==> src/rtl/ysyx_22040759_if_axi_rd.sv <==
// Instruction-fetch AXI4 read master: one outstanding single-beat 64-bit read per fetch.
// Optional one-entry line buffer enabled by defining YSYX_22040759_IF_LINEBUF_EN.
module ysyx_22040759_if_axi_rd #(
  parameter int AXI_ID_W  = 4,
  parameter int AXI_IF_ID = 0
) (
  input  logic                clk,
  input  logic                rst,
  // IF stage side
  input  logic                if_valid,
  input  logic [31:0]         inst_addr,
  output logic                if_ready,
  output logic [63:0]         if_data_read,
  output logic                if_err,
  // AXI4 read-address channel
  output logic                ar_valid,
  input  logic                ar_ready,
  output logic [31:0]         ar_addr,
  output logic [AXI_ID_W-1:0] ar_id,
  output logic [7:0]          ar_len,
  output logic [2:0]          ar_size,
  output logic [1:0]          ar_burst,
  // AXI4 read-data channel
  input  logic                r_valid,
  output logic                r_ready,
  input  logic [63:0]         r_data,
  input  logic [1:0]          r_resp,
  input  logic                r_last,
  input  logic [AXI_ID_W-1:0] r_id,
  // FSM state for checkers
  output logic [1:0]          o_dbg_state
);

  // Handshakes: a transfer happens on a rising edge where valid and ready are both 1.
  // ar_valid/r_ready/if_ready are pure decodes of the state register; if_valid while in
  // RESP acknowledges the returned instruction.
  typedef enum logic [1:0] {
    S_IDLE = 2'd0,
    S_AR   = 2'd1,
    S_R    = 2'd2,
    S_RESP = 2'd3
  } state_t;

  localparam logic [31:0] NOP_INST = 32'h0000_0013;

  state_t      r_state;
  state_t      w_next;
  logic [31:0] r_addr;
  logic [31:0] r_word;
  logic        r_err;

  logic        w_r_done;
  logic        w_rsp_err;
  logic [31:0] w_r_word;
  logic        w_hit;
  logic [31:0] w_buf_word;
  logic        w_take_hit;
  logic        w_unused;

  assign w_r_done   = (r_state == S_R) && r_valid;
  assign w_rsp_err  = (r_resp != 2'b00);
  assign w_r_word   = r_addr[2] ? r_data[63:32] : r_data[31:0];
  assign w_take_hit = (r_state == S_IDLE) && if_valid && w_hit;

  always_comb begin
    w_next = r_state;
    case (r_state)
      S_IDLE: if (if_valid) w_next = w_hit ? S_RESP : S_AR;
      S_AR:   if (ar_ready) w_next = S_R;
      S_R:    if (r_valid)  w_next = S_RESP;
      S_RESP: if (if_valid) w_next = S_IDLE;
      default: w_next = S_IDLE;
    endcase
  end

  always_ff @(posedge clk or negedge rst) begin
    if (!rst) begin
      r_state <= S_IDLE;
      r_addr  <= 32'h0;
      r_word  <= 32'h0;
      r_err   <= 1'b0;
    end else begin
      r_state <= w_next;
      if ((r_state == S_IDLE) && if_valid) r_addr <= inst_addr;
      if (w_r_done) begin
        // An error response hands the pipeline a NOP so nothing bogus executes.
        r_word <= w_rsp_err ? NOP_INST : w_r_word;
        r_err  <= w_rsp_err;
      end else if (w_take_hit) begin
        r_word <= w_buf_word;
        r_err  <= 1'b0;
      end
    end
  end

`ifdef YSYX_22040759_IF_LINEBUF_EN
  logic        r_buf_valid;
  logic [28:0] r_buf_tag;
  logic [63:0] r_buf_data;

  // Only clean responses are cached, so an errored line is always refetched.
  always_ff @(posedge clk or negedge rst) begin
    if (!rst) begin
      r_buf_valid <= 1'b0;
      r_buf_tag   <= 29'h0;
      r_buf_data  <= 64'h0;
    end else if (w_r_done && !w_rsp_err) begin
      r_buf_valid <= 1'b1;
      r_buf_tag   <= r_addr[31:3];
      r_buf_data  <= r_data;
    end
  end

  assign w_hit      = r_buf_valid && (r_buf_tag == inst_addr[31:3]);
  assign w_buf_word = inst_addr[2] ? r_buf_data[63:32] : r_buf_data[31:0];
`else
  assign w_hit      = 1'b0;
  assign w_buf_word = 32'h0;
`endif

  assign ar_valid     = (r_state == S_AR);
  assign ar_addr      = {r_addr[31:3], 3'b000};
  assign ar_id        = AXI_ID_W'(AXI_IF_ID);
  assign ar_len       = 8'd0;
  assign ar_size      = 3'b011;
  assign ar_burst     = 2'b01;
  assign r_ready      = (r_state == S_R);
  assign if_ready     = (r_state == S_RESP);
  assign if_err       = if_ready && r_err;
  assign if_data_read = {32'h0, r_word};
  assign o_dbg_state  = r_state;

  // Single-beat reads from a single ID: r_last and r_id carry no information here.
  assign w_unused = ^{r_last, r_id, r_addr[1:0]};

endmodule

==> config.mk <==
export PLATFORM = sky130hd
export DESIGN_NAME = ysyx_22040759_if_axi_rd
export DESIGN_NICKNAME = d
export VERILOG_FILES = /design/src/rtl/ysyx_22040759_if_axi_rd.sv
export SDC_FILE = /design/constraint.sdc
export NUM_CORES = 1
export LEC_CHECK = 0
export ABC_AREA = 1
export ABC_CLOCK_PERIOD_IN_PS = 3500
export CAP_MARGIN = 20
export CORE_UTILIZATION = 40
export DETAILED_ROUTE_END_ITERATION = 10
export PLACE_DENSITY = 0.92
export SLEW_MARGIN = 20
export SYNTH_ARGS = -nofsm -noshare
export SYNTH_HDL_FRONTEND = slang
export SYNTH_SLANG_ARGS = --single-unit
==> constraint.sdc <==
create_clock -name clk -period 3.5 [get_ports clk]
set_input_delay 0.7 -clock clk [delete_from_list [all_inputs] [get_ports clk]]
set_output_delay 0.7 -clock clk [all_outputs]
set_load 0.01 [all_outputs]
Yosys cells after proc, flatten, opt, wreduce, memory -nomap -nowiden. Cells that the tools add are included.

Flip-flop bits (word level): 67. Bits in latches: 0. RAM bits: 0. Memory bits (read-only): 0. Input bits: 108. Output and inout bits: 119. Word-level logic and storage cells: 24. Memories: 0.

Add/sub/neg operators: 0. Multiply operators: 0. Div/mod/pow operators: 0. Magnitude comparators: 0. Equality and inequality tests: 7. Shift-type cells: 0. Mux-type cells: 7. Bitwise logic cells: 0. Reduce and logical (&&, ||, !) cells: 6.

Operators with widths (number): $mux 32 (2); $mux 2 (4); $pmux 2 s4 (1); $ne 2x2->1 const B (3); $eq 2x2->1 const B (2); $reduce_and 4->1 (1); $logic_and 1x1->1 (3); $eq 2x1->1 const B (1); $logic_not 2->1 (1); $ne 2x1->1 const B (1); $reduce_bool 2->1 (1).

Longest topological paths before layout. Gate-level depths: netlist (run 1).

Depth after elaboration: 3. Gate-level depth with buffers: 8. Gate-level depth less buffers: 8.

Least setup slack after synthesis (run 1). OpenSTA, ideal clock, no wires.

Path kind: register to output. Start point: register r_state[0], in the netlist o_dbg_state[0]. End point: output if_err. Arrival time: 0.828 ns. Data required time: 2.800 ns. Path slack: 1.972 ns. Stages on the path, launching flop included: 4. Path buffers: 0. Path through: dfrtp_1 ha_1 nand2_1 inv_1.

Longest elaborated chain between the ends: 2.

Ends and longest elaborated chain: from (decl) (line 46) `state_t r_state;`; from (signal assigned) (line 83) `r_state <= w_next;`; $eq 2x2->1 (line 128) `assign if_ready = (r_state == S_RESP);`; via if_ready (line 12) `output logic if_ready,`; $logic_and 1x1->1 (line 129) `assign if_err = if_ready && r_err;`; to (decl) (line 14) `output logic if_err,`.

The timed path passes the listed nets, and every way through them passes these cells.

Worst setup path in the final report (run 1).
Start point: register r_state[0], in the netlist o_dbg_state[0]. End point: output r_ready.

Longest elaborated chain between the ends: 1.

Ends and longest elaborated chain: $eq 2x2->1 (line 127) `assign r_ready = (r_state == S_R);`; to (decl) (line 25) `output logic r_ready,`.

Every way passes these cells.

==> impl_table.tex, run 1 <==
\begin{tabular}{lr}
\hline
Metric & Value \\
\hline
\multicolumn{2}{l}{\textbf{Synth}} \\
\quad Number of synthesized flops with an enable pin & 0 \\
\quad Fraction of synthesized cell area taken by the top area cell type & 44.84\% \\
\quad Post-synth ARST share & 100.0\% \\
\quad Synthesis Warnings & 0 \\
\quad Number of instances in the synthesized netlist & 478 \\
\quad Most common cell in the synthesized netlist & sky130\_fd\_sc\_hd\_\_nand2\_1 \\
\quad Top cells by instance count after synthesis & sky130\_fd\_sc\_hd\_\_nand2\_1, sky130\_fd\_sc\_hd\_\_buf\_4, sky130\_fd\_sc\_hd\_\_dfrtp\_1 \\
\quad Synth Area per Inst & 7.588 um2 \\
\quad Commonest register cell after synthesis & sky130\_fd\_sc\_hd\_\_dfrtp\_1 \\
\quad Leading area contributor after synthesis & sky130\_fd\_sc\_hd\_\_dfrtp\_1 \\
\quad Register bit count reported by yosys & 65 \\
\quad Distinct cell type count after synthesis & 16 \\
\quad Sequential cell area fraction in the yosys report & 44.84\% \\
\quad Largest cells by area after synthesis & sky130\_fd\_sc\_hd\_\_dfrtp\_1, sky130\_fd\_sc\_hd\_\_nand2\_1, sky130\_fd\_sc\_hd\_\_buf\_4, sky130\_fd\_sc\_hd\_\_nand3\_1, sky130\_fd\_sc\_hd\_\_ha\_1 \\
\quad Cell Area, Synth & 0.003627 mm2 \\
\multicolumn{2}{l}{\textbf{Global routing}} \\
\quad GR Overflow Total & 0 \\
\quad Number of global-route vias before repair & 3,198 \\
\quad Number of antenna violations at the first check in global routing & 0 \\
\quad Gr usage total & 19.72\% \\
\quad Largest net degree at the start of global routing & 41 \\
\quad Wire length of the first global-routing pass & 14.95 mm \\
\multicolumn{2}{l}{\textbf{Route}} \\
\quad Total wirelength of the detailed-routed design & 9.154 mm \\
\quad Number of search-and-repair iterations in the first detailed-routing pass & 6 \\
\quad Via count of the routed design & 3,306 \\
\quad Routed length on met1 & 3.460 mm \\
\quad Routed via count divided by cell count & 4.592 \\
\quad Detailed route wirelength on metal2 & 4.787 mm \\
\quad DR WL met3 & 543 um \\
\quad Number of nets still failing antenna checks after routing & 0 \\
\quad Routed length per instance & 12.71 um \\
\quad Iter 0 DRT Violations & 77 \\
\quad Total DRC errors in the routed layout & 0 \\
\quad Highest routed metal layer & met4 \\
\multicolumn{2}{l}{\textbf{Setup path}} \\
\quad Worst-case register-to-register setup slack & 1.61 ns \\
\quad Worst path required time & 2.80 ns \\
\quad Cell count along the critical path & 3 \\
\quad Critical path endpoint category & primary output \\
\quad Critical path's top delay family & buffers and inverters \\
\quad Worst setup path endpoint & r\_ready \\
\quad Critical-path maximum fanout & 5 \\
\quad Worst path arrival time & 1.66 ns \\
\quad Worst setup path startpoint & o\_dbg\_state[0] \\
\quad Highest-delay cell along the critical path & sky130\_fd\_sc\_hd\_\_clkdlybuf4s50\_1 \\
\quad Worst reg2reg path endpoint & r\_word[29] \\
\quad Critical setup path kind & flip-flop to primary output \\
\quad Kind of launch point of the worst setup path & flip-flop \\
\quad Cell breakdown of the critical path & inv\_1 -> ha\_1 -> clkdlybuf4s50\_1 \\
\quad R2r startpoint & r\_addr[2] \\
\quad Worst r2r path cells & 6 \\
\quad Worst Path Buf+Inv & 2 \\
\quad Stage delay of the slowest cell on the critical path & 0.56 ns \\
\multicolumn{2}{l}{\textbf{Run}} \\
\quad Max-cap violation count & 0 \\
\multicolumn{2}{l}{\textbf{Layout}} \\
\quad Number of diodes & 0 \\
\quad Net total in the final layout & 721 \\
\quad Area grow syn2layout & 40.01\% \\
\quad Layout cell share with drive strength beyond 1 & 3.758\% \\
\quad Final standard cell count with taps included and fillers excluded & 720 \\
\multicolumn{2}{l}{\textbf{Power}} \\
\quad Maximum ir drop on the vdd rail & 301.8 uV \\
\quad Switch share & 38.35\% \\
\quad Internal power & 2320 uW \\
\quad Relative contribution of the clock network to total power & 13.6\% \\
\quad Static Leakage & 0.002653 uW \\
\quad Power Density & 741.2 mW/mm2 \\
\quad Share of power burned in registers & 34.5\% \\
\quad Combinational fraction of design power & 51.9\% \\
\quad Net switching power & 1444 uW \\
\multicolumn{2}{l}{\textbf{STA}} \\
\quad Relative slew slack & 31.44\% \\
\quad Period Utilization, post-route & 67.54\% \\
\quad Number of endpoints failing setup at the final stage & 0 \\
\quad Actual transition at the worst max-transition pin & 1.027 ns \\
\quad Worst-case clock skew & 0.01491 ns \\
\quad Final hold violation count & 0 \\
\quad RSZ-0062 raised after global routing & false \\
\quad Final Critical Period & 2.364 ns \\
\quad Setup tns final & 0 ns \\
\quad Peak Freq & 423.0 MHz \\
\quad Number of max-slew violations in the final report & 0 \\
\multicolumn{2}{l}{\textbf{Floorplanning}} \\
\quad Placement Rows & 34 \\
\quad Area of the die & 0.009453 mm2 \\
\quad Floorplan Core Area & 0.008763 mm2 \\
\quad Effective utilization at floorplan & 41.39\% \\
\quad Top-level port count & 227 \\
\quad Vertical die dimension & 97.23 um \\
\quad X dimension of the die & 97.23 um \\
\multicolumn{2}{l}{\textbf{Placement}} \\
\quad Total instance count after detailed placement & 706 \\
\quad RePlAce Congestion & 0.8362 \\
\quad HPWL Detailed & 6.913 mm \\
\quad Port Buffer Count & 167 \\
\multicolumn{2}{l}{\textbf{Clock network}} \\
\quad Count of buffers added by post-CTS timing repair for setup & 0 \\
\quad Clock tree from TritonCTS & built \\
\quad Clock sinks & 65 \\
\quad Clock insertion delay at the later pin of the skew report & 0.34 ns \\
\quad Buffer cell driving the clock tree root & sky130\_fd\_sc\_hd\_\_clkbuf\_8 \\
\quad CTS max path bufs & 2 \\
\quad Post-CTS clock slew at the launch and capture registers of the worst setup and hold paths & 0.06 ns \\
\quad Total CTS buffers & 9 \\
\quad CTS hold repair buffers & 0 \\
\quad H-tree levels & 3 \\
\quad Post-cts sizing count & 0 \\
\multicolumn{2}{l}{\textbf{Outcome}} \\
\quad Outcome & finished clean \\
\multicolumn{2}{l}{\textbf{Min path}} \\
\quad Number of cells traversed by the worst hold path & 2 \\
\quad HP Class & flip-flop to flip-flop \\
\hline
\end{tabular}
[cells by family (layout without fill, tap and decap cells)]
group | after synthesis | in the layout | synth area share [%]
AO/OA/AOI/OAI | 8 | 8 | 1.173
adder cells (fa/ha/maj) | 4 | 4 | 1.380
buffers and inverters | 114 | 198 | 21.35
flip-flops | 65 | 65 | 44.84
other | 2 | 52 | 0.2070
AND/OR/NAND/NOR | 285 | 285 | 31.05
[flip-flops by register name, indices dropped and copies added (netlist names)]
| register | cells |
|---|---|
| o_dbg_state | 2 |
| r_addr | 30 |
| r_err | 1 |
| r_word | 32 |
[stage by stage]
stage	setup slack [ns]	util (%)	area, um2	hold slack (ns)	power (uW)
after CTS	1.104	57.95	5079	0.4781	3806
after global routing	1.045	57.95	5079	0.4988	4055
after detailed placement	0.8845	56.24	4928	0.4606	3274
final	1.136	57.95	5079	0.4713	3764
after floorplan	1.972	-	3815	0.4044	2473
after global placement	0.8679	56.24	4928	0.4547	3184
[cell usage in the layout (no fill, tap or decap)]
cell type,n
sky130_fd_sc_hd__a21oi_1,7
sky130_fd_sc_hd__buf_2,1
sky130_fd_sc_hd__buf_4,6
sky130_fd_sc_hd__clkbuf_1,1
sky130_fd_sc_hd__clkbuf_8,9
sky130_fd_sc_hd__clkdlybuf4s50_1,166
sky130_fd_sc_hd__clkinv_2,3
sky130_fd_sc_hd__clkinvlp_4,1
sky130_fd_sc_hd__conb_1,52
sky130_fd_sc_hd__dfrtp_1,65
sky130_fd_sc_hd__ha_1,4
sky130_fd_sc_hd__inv_1,11
sky130_fd_sc_hd__nand2_1,245
sky130_fd_sc_hd__nand2_2,1
sky130_fd_sc_hd__nand3_1,31
sky130_fd_sc_hd__nor2_1,6
sky130_fd_sc_hd__nor3_4,1
sky130_fd_sc_hd__o21bai_1,1
sky130_fd_sc_hd__or2_2,1
[cell type report]
type,count,area (um2)
flip-flops and latches,65,1627
clock inverters,4,22.52
repair buffers,173,1712
multi-input cells,349,1414
inverters,11,41.29
well taps,108,135.1
clock buffers,10,127.6
fillers,798,3685
[worst min-delay path: cells and delay by family (launching register included)]
family	cells	cell delay, ns
simple gates	2	0.09
flops	1	0.34
[power groups by stage]
stage	sequential, uW	combinational (uW)	clock, uW
global route	1340	2140	576
global placement	1290	1900	0
finish	1300	1950	513
floorplan	1360	1110	0
CTS	1300	1970	534
detailed placement	1300	1970	0
[worst min path at each step]
stage,from,slack [ns],to
floorplan,rst,0.40,o_dbg_state[0]
global placement,r_addr[21],0.45,r_addr[21]
detailed placement,r_addr[28],0.46,r_addr[28]
CTS,r_addr[28],0.48,r_addr[28]
global route,r_word[27],0.50,r_word[27]
finish,r_addr[18],0.47,r_addr[18]
[layer usage]
metal  global-route usage [%]  vias to the layer above
met5                        0                        -
met4                    11.88                        0
met3                    3.813                       32
met2                    35.48                      153
met1                    21.35                     1542
li1                         -                     1579
(Power assumes the default switching activity.)
==> run 2, diff against run 1 <==
ABC_CLOCK_PERIOD_IN_PS = 2000   (was 3500)
CORE_UTILIZATION = 34   (was 40)
PLACE_DENSITY = 0.84   (was 0.92)
clock period = 2 ns   (was 3.5 ns; I/O delays follow)
==> run 2 against run 1 <==
  * Sequential power grew 75%
  * Clock skew shrank 0.0075 ns
  * Sequential cell count is the same
  * Global-route usage shrank 2.6 points
  * Critical path depth grew 1
  * Setup slack lost 1.0 ns
  * Highest routed layer unchanged
  * Worst hold slack lost 0.40 ns
  * Register-to-register slack lost 1.3 ns
  * Final cell count grew 5.0%
  * Non-clock buffer count grew 6
  * Clock-buffer cell count grew 4
  * Design area grew 3.6%
==> impl_table.tex, run 2 (synthesis results as in run 1) <==
\begin{tabular}{lr}
\hline
Metric & Value \\
\hline
\multicolumn{2}{l}{\textbf{Setup path}} \\
\quad Worst-case register-to-register setup slack & 0.27 ns (-1.34 ns) \\
\quad Critical path's top delay family & buffers and inverters \\
\quad Worst reg2reg path endpoint & r\_word[14] \\
\quad Worst path arrival time & 1.51 ns (-0.15 ns) \\
\quad Worst r2r path cells & 8 (+2) \\
\quad Highest-delay cell along the critical path & sky130\_fd\_sc\_hd\_\_dfrtp\_1 \\
\quad Kind of launch point of the worst setup path & flip-flop \\
\quad Worst Path Buf+Inv & 3 (+1) \\
\quad R2r startpoint & o\_dbg\_state[0] \\
\quad Critical setup path kind & flip-flop to primary output \\
\quad Cell breakdown of the critical path & buf\_4 -> inv\_1 -> ha\_2 -> dlygate4sd2\_1 \\
\quad Critical-path maximum fanout & 4 (-1) \\
\quad Critical path endpoint category & primary output \\
\quad Worst path required time & 1.60 ns (-1.20 ns) \\
\quad Stage delay of the slowest cell on the critical path & 0.42 ns (-0.14 ns) \\
\multicolumn{2}{l}{\textbf{Global routing}} \\
\quad Largest net degree at the start of global routing & 66 (+61\%) \\
\quad Gr usage total & 17.14\% (-2.6 points) \\
\quad Number of antenna violations at the first check in global routing & 0 (unchanged) \\
\quad GR Overflow Total & 0 (unchanged) \\
\quad Wire length of the first global-routing pass & 14.99 mm (+0.32\%) \\
\quad Number of global-route vias before repair & 3,242 (+1.4\%) \\
\multicolumn{2}{l}{\textbf{Layout}} \\
\quad Register containing the most flip-flops in the final layout & r\_word \\
\quad Max FFs per register & 32 (unchanged) \\
\quad Area grow syn2layout & 45.02\% \\
\quad Layout cell share with drive strength beyond 1 & 5.161\% (+1.4 points) \\
\quad Final standard cell count with taps included and fillers excluded & 756 (+5.0\%) \\
\quad Most common library cell in the layout ignoring fill and taps & sky130\_fd\_sc\_hd\_\_nand2\_1 \\
\quad Number of diodes & 0 (unchanged) \\
\quad Number of filler cells placed in the layout & 958 (+20\%) \\
\quad Most used cells in the layout excluding fill and tap cells & sky130\_fd\_sc\_hd\_\_nand2\_1, sky130\_fd\_sc\_hd\_\_clkdlybuf4s50\_1, sky130\_fd\_sc\_hd\_\_dfrtp\_1 \\
\quad Net total in the final layout & 727 (+0.83\%) \\
\multicolumn{2}{l}{\textbf{Floorplanning}} \\
\quad Placement Rows & 37 (+8.8\%) \\
\quad Vertical die dimension & 105.3 um (+8.3\%) \\
\quad Floorplan Core Area & 0.01032 mm2 (+18\%) \\
\quad Area of the die & 0.01108 mm2 (+17\%) \\
\quad Effective utilization at floorplan & 35.14\% (-6.3 points) \\
\quad X dimension of the die & 105.3 um (+8.3\%) \\
\quad Top-level port count & 227 (unchanged) \\
\multicolumn{2}{l}{\textbf{STA}} \\
\quad Number of endpoints failing setup at the final stage & 0 (unchanged) \\
\quad Final Critical Period & 1.906 ns \\
\quad Number of max-slew violations in the final report & 0 (unchanged) \\
\quad Final hold violation count & 0 (unchanged) \\
\quad Period Utilization, post-route & 95.30\% \\
\quad RSZ-0062 raised after global routing & false \\
\quad Worst-case clock skew & 0.007400 ns (-0.007512 ns) \\
\quad Peak Freq & 524.7 MHz \\
\quad Setup tns final & 0 ns (unchanged) \\
\multicolumn{2}{l}{\textbf{Placement}} \\
\quad Total instance count after detailed placement & 737 (+4.4\%) \\
\quad RePlAce Congestion & 0.7907 (-5.4\%) \\
\quad HPWL Detailed & 6.911 mm (about the same) \\
\quad Port Buffer Count & 167 (unchanged) \\
\multicolumn{2}{l}{\textbf{Route}} \\
\quad Routed length per instance & 12.35 um (-2.8\%) \\
\quad Total DRC errors in the routed layout & 0 (unchanged) \\
\quad Routed via count divided by cell count & 4.298 (-6.4\%) \\
\quad Total wirelength of the detailed-routed design & 9.339 mm (+2.0\%) \\
\quad Iter 0 DRT Violations & 171 (+120\%) \\
\quad Via count of the routed design & 3,249 (-1.7\%) \\
\quad Number of search-and-repair iterations in the first detailed-routing pass & 5 (-1) \\
\quad Number of nets still failing antenna checks after routing & 0 (unchanged) \\
\multicolumn{2}{l}{\textbf{Power}} \\
\quad Maximum ir drop on the vdd rail & 588.8 uV (+95\%) \\
\quad Power Density & 1323 mW/mm2 (+78\%) \\
\quad Static Leakage & 0.002752 uW (+3.7\%) \\
\multicolumn{2}{l}{\textbf{Clock network}} \\
\quad CTS max path bufs & 2 (unchanged) \\
\quad Total CTS buffers & 9 (unchanged) \\
\quad Buffer cell driving the clock tree root & sky130\_fd\_sc\_hd\_\_clkbuf\_8 \\
\quad Clock tree from TritonCTS & built \\
\quad CTS hold repair buffers & 0 (unchanged) \\
\quad Clock sinks & 65 (unchanged) \\
\quad H-tree levels & 3 (unchanged) \\
\quad Post-CTS clock slew at the launch and capture registers of the worst setup and hold paths & 0.07 ns (about the same) \\
\quad Clock insertion delay at the later pin of the skew report & 0.33 ns (about the same) \\
\multicolumn{2}{l}{\textbf{Run}} \\
\quad Max-cap violation count & 0 (unchanged) \\
\multicolumn{2}{l}{\textbf{Min path}} \\
\quad HP Class & input port to asynchronous set/reset pin \\
\multicolumn{2}{l}{\textbf{Outcome}} \\
\quad Outcome & finished clean \\
\hline
\end{tabular}
run 2: how the worst max path moves through the flow:
| stage | endpoint | start | cells after the start |
|---|---|---|---|
| 2_1_floorplan | r_word[22] | o_dbg_state[0] | 7 |
| 6_report | r_ready | o_dbg_state[0] | 4 |
| 3_3_place_gp | r_word[4] | r_valid | 5 |
| 3_5_place_dp | r_addr[21] | if_valid | 5 |
| 4_1_cts | if_err | o_dbg_state[1] | 4 |
| 5_1_grt | r_ready | o_dbg_state[0] | 4 |
run 2: what timing repair did:
| action | in CTS | in global routing |
|---|---|---|
| resized for setup | 3 | 3 |
| buffers inserted | 3 | 0 |
| pin swaps | 0 | 0 |
| setup endpoints to repair | 2 | 2 |
run 2: layout make-up:
cell class                      instances  area (um2)  share of cell area (%)
Clock inverter                          2       35.03                  0.6660
Tap cell                              136       170.2                   3.235
Timing Repair Buffer                  179        1785                   33.94
Multi-Input combinational cell        349        1429                   27.16
Inverter                               11       41.29                  0.7850
Clock buffer                           14       172.7                   3.283
Sequential cell                        65        1627                   30.92
run 2: layer usage:
layer | wire (um) | GRT usage, % | vias up
met1 | 3667 | 18.34 | 1542
met5 | 0 | 0 | -
met3 | 338 | 2.659 | 15
li1 | - | - | 1591
met2 | 5148 | 32.75 | 101
met4 | 184 | 7.847 | 0
run 2: per-stage QoR:
step           area (um2)  total power, uW  setup WS (ns)  hold slack [ns]  utilization, %
2_1_floorplan        3815             4328         0.5627           0.1044               -
3_3_place_gp         5011             5640         0.2752           0.4383           48.54
3_5_place_dp         5011             5771         0.2222           0.4463           48.54
4_1_cts              5245             7013       0.003276          0.07403           50.81
5_1_grt              5260             7456        0.02935          0.09171           50.95
6_report             5260             6958        0.09400          0.07143           50.95
run 2: power by group:
part / internal [uW] / switching, uW / leakage, uW
logic: 1780 / 1740 / 0.00182
clock network: 678 / 482 / 0.000107
registers: 1930 / 353 / 0.000828
==> edit 1 (settings of run 2) <==
Build with the macro `YSYX_22040759_IF_LINEBUF_EN` defined.
--- a/src/rtl/ysyx_22040759_if_axi_rd.sv
+++ b/src/rtl/ysyx_22040759_if_axi_rd.sv
@@ -1,5 +1,7 @@
 // Instruction-fetch AXI4 read master: one outstanding single-beat 64-bit read per fetch.
 // Optional one-entry line buffer enabled by defining YSYX_22040759_IF_LINEBUF_EN.
+`define YSYX_22040759_IF_LINEBUF_EN
+
 module ysyx_22040759_if_axi_rd #(
   parameter int AXI_ID_W  = 4,
   parameter int AXI_IF_ID = 0
Behaviour: not the same (a bounded check fails within 10 cycles, from zero or initial values and one cycle with rst low).
==> edit 1 against run 2 <==
Setup slack gained 0.0014 ns; sequential cell count rose by 94; sequential share of layout area increased by 4.7 points; area after synthesis grew 130%; critical path type unchanged; core utilization shrank 5.0 points; global-route usage up 1.3 points; highest routed layer unchanged; total power rose by 110%; critical endpoint is now if_err; synthesized cell count rose by 140%; clock skew rose by 0.0083 ns; wire length is 150% higher; final area up 110%; die area grew 130%; final cell count rose by 120%.
==> edit 1: results (changes against run 2) <==
[outcome]
status = finished, final reports clean  ; unchanged

[grt]
grtUsageTotal_pct = 18.4  ; was 17.1%
grt_pass1_vias = 7528  ; was 3242
grt_max_degree = 59  ; was 66
grt_pass1_wl_um = 37100  ; was 15000 µm

[cts]
insertion_delay_ns = 0.42  ; was 0.33 ns
postCtsSetupBuffers = 1  ; was 3
root_buffer = clkbuf_16  ; was clkbuf_8
numCtsBuffers = 17  ; was 9
ctsHtreeMaxLevel = 4  ; was 3
cts-hold-fix-buffers = 1  ; was 0
post_cts_resized = 11  ; was 3

[power_and_ir_drop]
power_frac_comb_pct = 39.7  ; was 50.6%
p_seq_share_pct = 38.0  ; was 32.8%
sw_frac_of_total_pct = 35.9  ; was 37.0%
peakVddDrop_v = 0.000514  ; was 0.000589 V
leakage_uw = 0.00560  ; was 0.00275 µW
totalPowerFinal_uw = 14800  ; was 6960 µW

[setup_path]
cp_max_fo = 3  ; was 4
cp.arrival_ns = 1.50
slowest_delay_ns = 0.39  ; was 0.42 ns

[final_layout]
fillers = 2316  ; was 958
nNetsFinal = 1431  ; was 727
drive_gt1_share_pct = 9.70  ; was 5.16%

[routing]
dr.first_iter.drc_count = 521  ; was 171
firstDrtPassIters = 5  ; unchanged
wirelength_um = 23000  ; was 9340 µm
vias_per_cell = 4.65  ; was 4.30

[logic_synthesis]
ys_seq_area_share_pct = 47.3  ; was 44.8%
synth-compound-area-share_pct = 11.6  ; was 1.17%
ys_top_cells_by_count = nand2_1 (434), o21ai_0 (162), dfrtp_1 (159)  ; was nand2_1 (245), buf_4 (84), dfrtp_1 (65)
synth_cell_types = 26  ; was 16
muxShareOfSynthArea_pct = 0  ; unchanged
synthTopCellsByArea = dfrtp_1 (47%), nand2_1 (19%), o21ai_0 (9.6%)  ; was dfrtp_1 (45%), nand2_1 (25%), buf_4 (17%)
yosys.area_share.adder_pct = 0.743  ; was 1.38%
async_flop_share_pct = 100  ; unchanged
synth-xor-area-share_pct = 0.208  ; was 0%

[timing]
max_slew_margin_pct = 62.9
finClkSkew_ns = 0.0157  ; was 0.00740 ns

[worst_hold_path]
min_path_type = in -> async  ; unchanged

[placed_design]
place_congestion = 0.888  ; was 0.791
place_hpwl_um = 16200  ; was 6910 µm

-- edit 1: final timing paths --
kind	slack, ns	from	end	depth (start not counted)
setup / recovery	0.1	o_dbg_state[0]	if_err	5
hold / removal	0.47	rst	r_addr[5]	2
setup reg to reg	0.26	o_dbg_state[1]	r_word[8]	7
hold reg to reg	0.47	r_buf_data[49]	r_buf_data[49]	2
max in group asynchronous	0.94	rst	r_buf_data[48]	3
min in group clk	0.47	r_buf_data[49]	r_buf_data[49]	2
-- edit 1: final cells by class --
| type | count | share of cell area, % |
|---|---|---|
| Sequential cell | 159 | 35.6 |
| Inverter | 106 | 3.56 |
| Tap cell | 324 | 3.63 |
| Timing Repair Buffer | 243 | 21.5 |
| Clock inverter | 10 | 1.23 |
| Multi-Input combinational cell | 791 | 30.4 |
| Clock buffer | 21 | 4.03 |
-- edit 1: stage by stage --
step / setup TNS (ns) / setup slack (ns) / hold slack (ns) / instance area (µm²) / std cells
4_1_cts: 0 / 0.0654 / 0.475 / 11200 / 1654
2_1_floorplan: 0 / 0.278 / 0.104 / 8600 / 1192
3_5_place_dp: -5.61 / -0.190 / 0.357 / 10600 / 1621
6_report: 0 / 0.0954 / 0.474 / 11200 / 1654
3_3_place_gp: -4.87 / -0.151 / 0.358 / 10600 / 1621
5_1_grt: 0 / 0.0263 / 0.490 / 11200 / 1654
-- edit 1: metal layers --
| metal | share of wire (%) | vias up | track usage (%) |
|---|---|---|---|
| met5 | 0 | - | 0 |
| met4 | 4.1 | 0 | 9.88 |
| met3 | 4.5 | 52 | 3.72 |
| met2 | 49 | 276 | 30.3 |
| met1 | 43 | 3590 | 22.8 |
| li1 | - | 3781 | - |
==> edit 2 (config.mk and constraints of run 2) <==
Made on the original files. Put one more register stage on the output `o_dbg_state`, cleared by the reset. The value now appears one clock later. The other outputs are not delayed to match.
--- a/src/rtl/ysyx_22040759_if_axi_rd.sv
+++ b/src/rtl/ysyx_22040759_if_axi_rd.sv
@@ -128,7 +128,13 @@
   assign if_ready     = (r_state == S_RESP);
   assign if_err       = if_ready && r_err;
   assign if_data_read = {32'h0, r_word};
-  assign o_dbg_state  = r_state;
+  always_ff @(posedge clk or negedge rst) begin
+    if (!rst) begin
+      o_dbg_state <= '0;
+    end else begin
+      o_dbg_state <= r_state;
+    end
+  end
 
   // Single-beat reads from a single ID: r_last and r_id carry no information here.
   assign w_unused = ^{r_last, r_id, r_addr[1:0]};
Formal check against the unedited RTL: not equivalent (a bounded check fails within 4 cycles, from zero or initial values and one cycle with rst low).
==> edit 2 against run 2 <==
Sequential share of layout area up 0.75 points; sequential cell count up 2; area after synthesis up 1.2%; total power up 0.16%; register-to-register slack better by 0.27 ns; setup slack worse by 0.014 ns; final area up 0.71%; via count up 2.3%; wire length up 4.1%; critical endpoint is now if_ready.
==> edit 2: results (changes against run 2) <==
[setup_path]
cp.arrival_ns = 1.52
r2r_cells = 7  ; was 8
endpoint = if_ready  ; was r_ready
cp-startpoint = r_state[0]  ; was o_dbg_state[0]
reg2reg_slack_ns = 0.54  ; was 0.27 ns
cp_max_fo = 5  ; was 4
rr_endpoint = r_word[12]  ; was r_word[14]

[placed_design]
place_congestion = 0.772  ; was 0.791
numPortBuffers = 167  ; unchanged
place_hpwl_um = 7450  ; was 6910 µm
dp_worst_setup_slack_ns = 0.267  ; was 0.222 ns
dpl-instance-area_um2 = 5090  ; was 5010 µm²

[cts]
root_buffer = clkbuf_8  ; unchanged
clkSlewWorstSetupHoldPaths_ns = 0.07  ; about the same
clockBufferDepth = 2  ; unchanged
postCtsSetupBuffers = 0  ; was 3
ctsHtreeMaxLevel = 3  ; unchanged
insertion_delay_ns = 0.34

[power_and_ir_drop]
peakVddDrop_v = 0.000522  ; was 0.000589 V
leakage_uw = 0.00275  ; about the same
sw_frac_of_total_pct = 37.6  ; was 37.0%

[final_layout]
fillers = 973  ; was 958
drive_gt1_share_pct = 5.30  ; was 5.16%
final_area_um2 = 5300  ; was 5260 µm²
nNetsFinal = 730  ; was 727
reg.largest.list = r_word (32), r_addr (30)
antenna_cells = 0  ; unchanged

[logic_synthesis]
synthTopCellsByArea = dfrtp_1 (46%), nand2_1 (25%), buf_4 (17%)  ; was dfrtp_1 (45%), nand2_1 (25%), buf_4 (17%)
yosysWarnings = 0  ; unchanged
async_flop_share_pct = 100  ; unchanged
ys_seq_area_share_pct = 45.7  ; was 44.8%
ys_top_cells_by_count = nand2_1 (245), buf_4 (82), dfrtp_1 (67)  ; was nand2_1 (245), buf_4 (84), dfrtp_1 (65)
synth_ff_type = dfrtp_1  ; unchanged

[outcome]
status = finished, final reports clean  ; unchanged

[grt]
grt_max_degree = 42  ; was 66
grt_pass1_wl_um = 15600  ; was 15000 µm
grtUsageTotal_pct = 17.8  ; was 17.1%
antenna_found_initial = 0  ; unchanged

[routing]
dr.first_iter.drc_count = 186  ; was 171
wirelength_um = 9730  ; was 9340 µm
firstDrtPassIters = 4  ; was 5
vias = 3324  ; was 3249

[timing]
finClkSkew_ns = 0.0112  ; was 0.00740 ns
setup_slack_ns = 0.0800  ; was 0.0940 ns

[worst_hold_path]
min_delay_path_depth = 0
min_path_type = reg -> reg  ; was in -> async

[edit 2: changes by cell type in the layout (fill, tap and decap cells not counted), sizes merged]
cell          before  now
clkbuf            14   11
dfrtp             65   67
dlygate4sd2        1    3
dlymetal6s2s       2    0
inv               11   13
clkinvlp           0    1
dlygate4sd3        0    1
[edit 2: per-stage QoR]
step | std cells | power, µW
after global routing | 759 | 7490
final | 759 | 6970
after detailed placement | 742 | 5880
after floorplan | 530 | 4380
after global placement | 742 | 5720
after CTS | 759 | 7050
[edit 2: area by class of cell]
cell class                 instances  area share [%]
tap                              136            3.21
clock inverter                     5            1.13
sequential                        67            31.7
multi-input combinational        349            26.7
inverter                          11           0.779
clock buffer                      11            2.67
timing repair buffer             180            33.8
[edit 2: critical path: stages, from the launching register on]
cell and delay [ns]:
dfrtp_1 0.42, ha_2 0.22, clkdlybuf4s50_1 0.56
[edit 2: cell families (layout without fill, tap and decap cells)]
family,after synthesis,after routing,synth area share [%]
simple gates,285,285,30.7
buf+inv,114,207,21.0
flops,67,67,45.7
compound gates,8,8,1.16
fa+ha+maj,4,4,1.36
other cells,2,52,0.205
[edit 2: worst min path at each step]
stage	to	slack (ns)	start
3_3_place_gp	r_word[6]	0.34	rst
6_report	o_dbg_state[1]	0.44	r_state[1]
5_1_grt	o_dbg_state[1]	0.47	r_state[1]
2_1_floorplan	o_dbg_state[0]	0.10	rst
3_5_place_dp	r_word[6]	0.34	rst
4_1_cts	o_dbg_state[0]	0.48	r_state[0]
[edit 2: layer usage]
| layer | wire length [µm] | vias to the layer above | GRT usage [%] | part of all wire [%] |
|---|---|---|---|---|
| met1 | 3650 | 1563 | 19.5 | 38 |
| met2 | 5260 | 132 | 32.7 | 54 |
| li1 | - | 1602 | - | - |
| met5 | 0 | - | 0 | 0 |
| met4 | 330 | 0 | 9.13 | 3.4 |
| met3 | 482 | 27 | 3.13 | 5.0 |
[edit 2: timing repair]
| action | 4_1_cts | 5_1_grt |
|---|---|---|
| endpoints found under the setup margin | 3 | 1 |
| resized for setup | 4 | 1 |
| hold endpoints to repair | 26 | 0 |
| hold buffers | 1 | 0 |
[edit 2: power by group through the flow]
stage	combinational [µW]	clock [µW]	sequential, µW
floorplan	1930	0	2450
global placement	3400	0	2320
detailed placement	3520	0	2360
CTS	3510	1190	2340
global route	3800	1250	2430
finish	3480	1150	2340
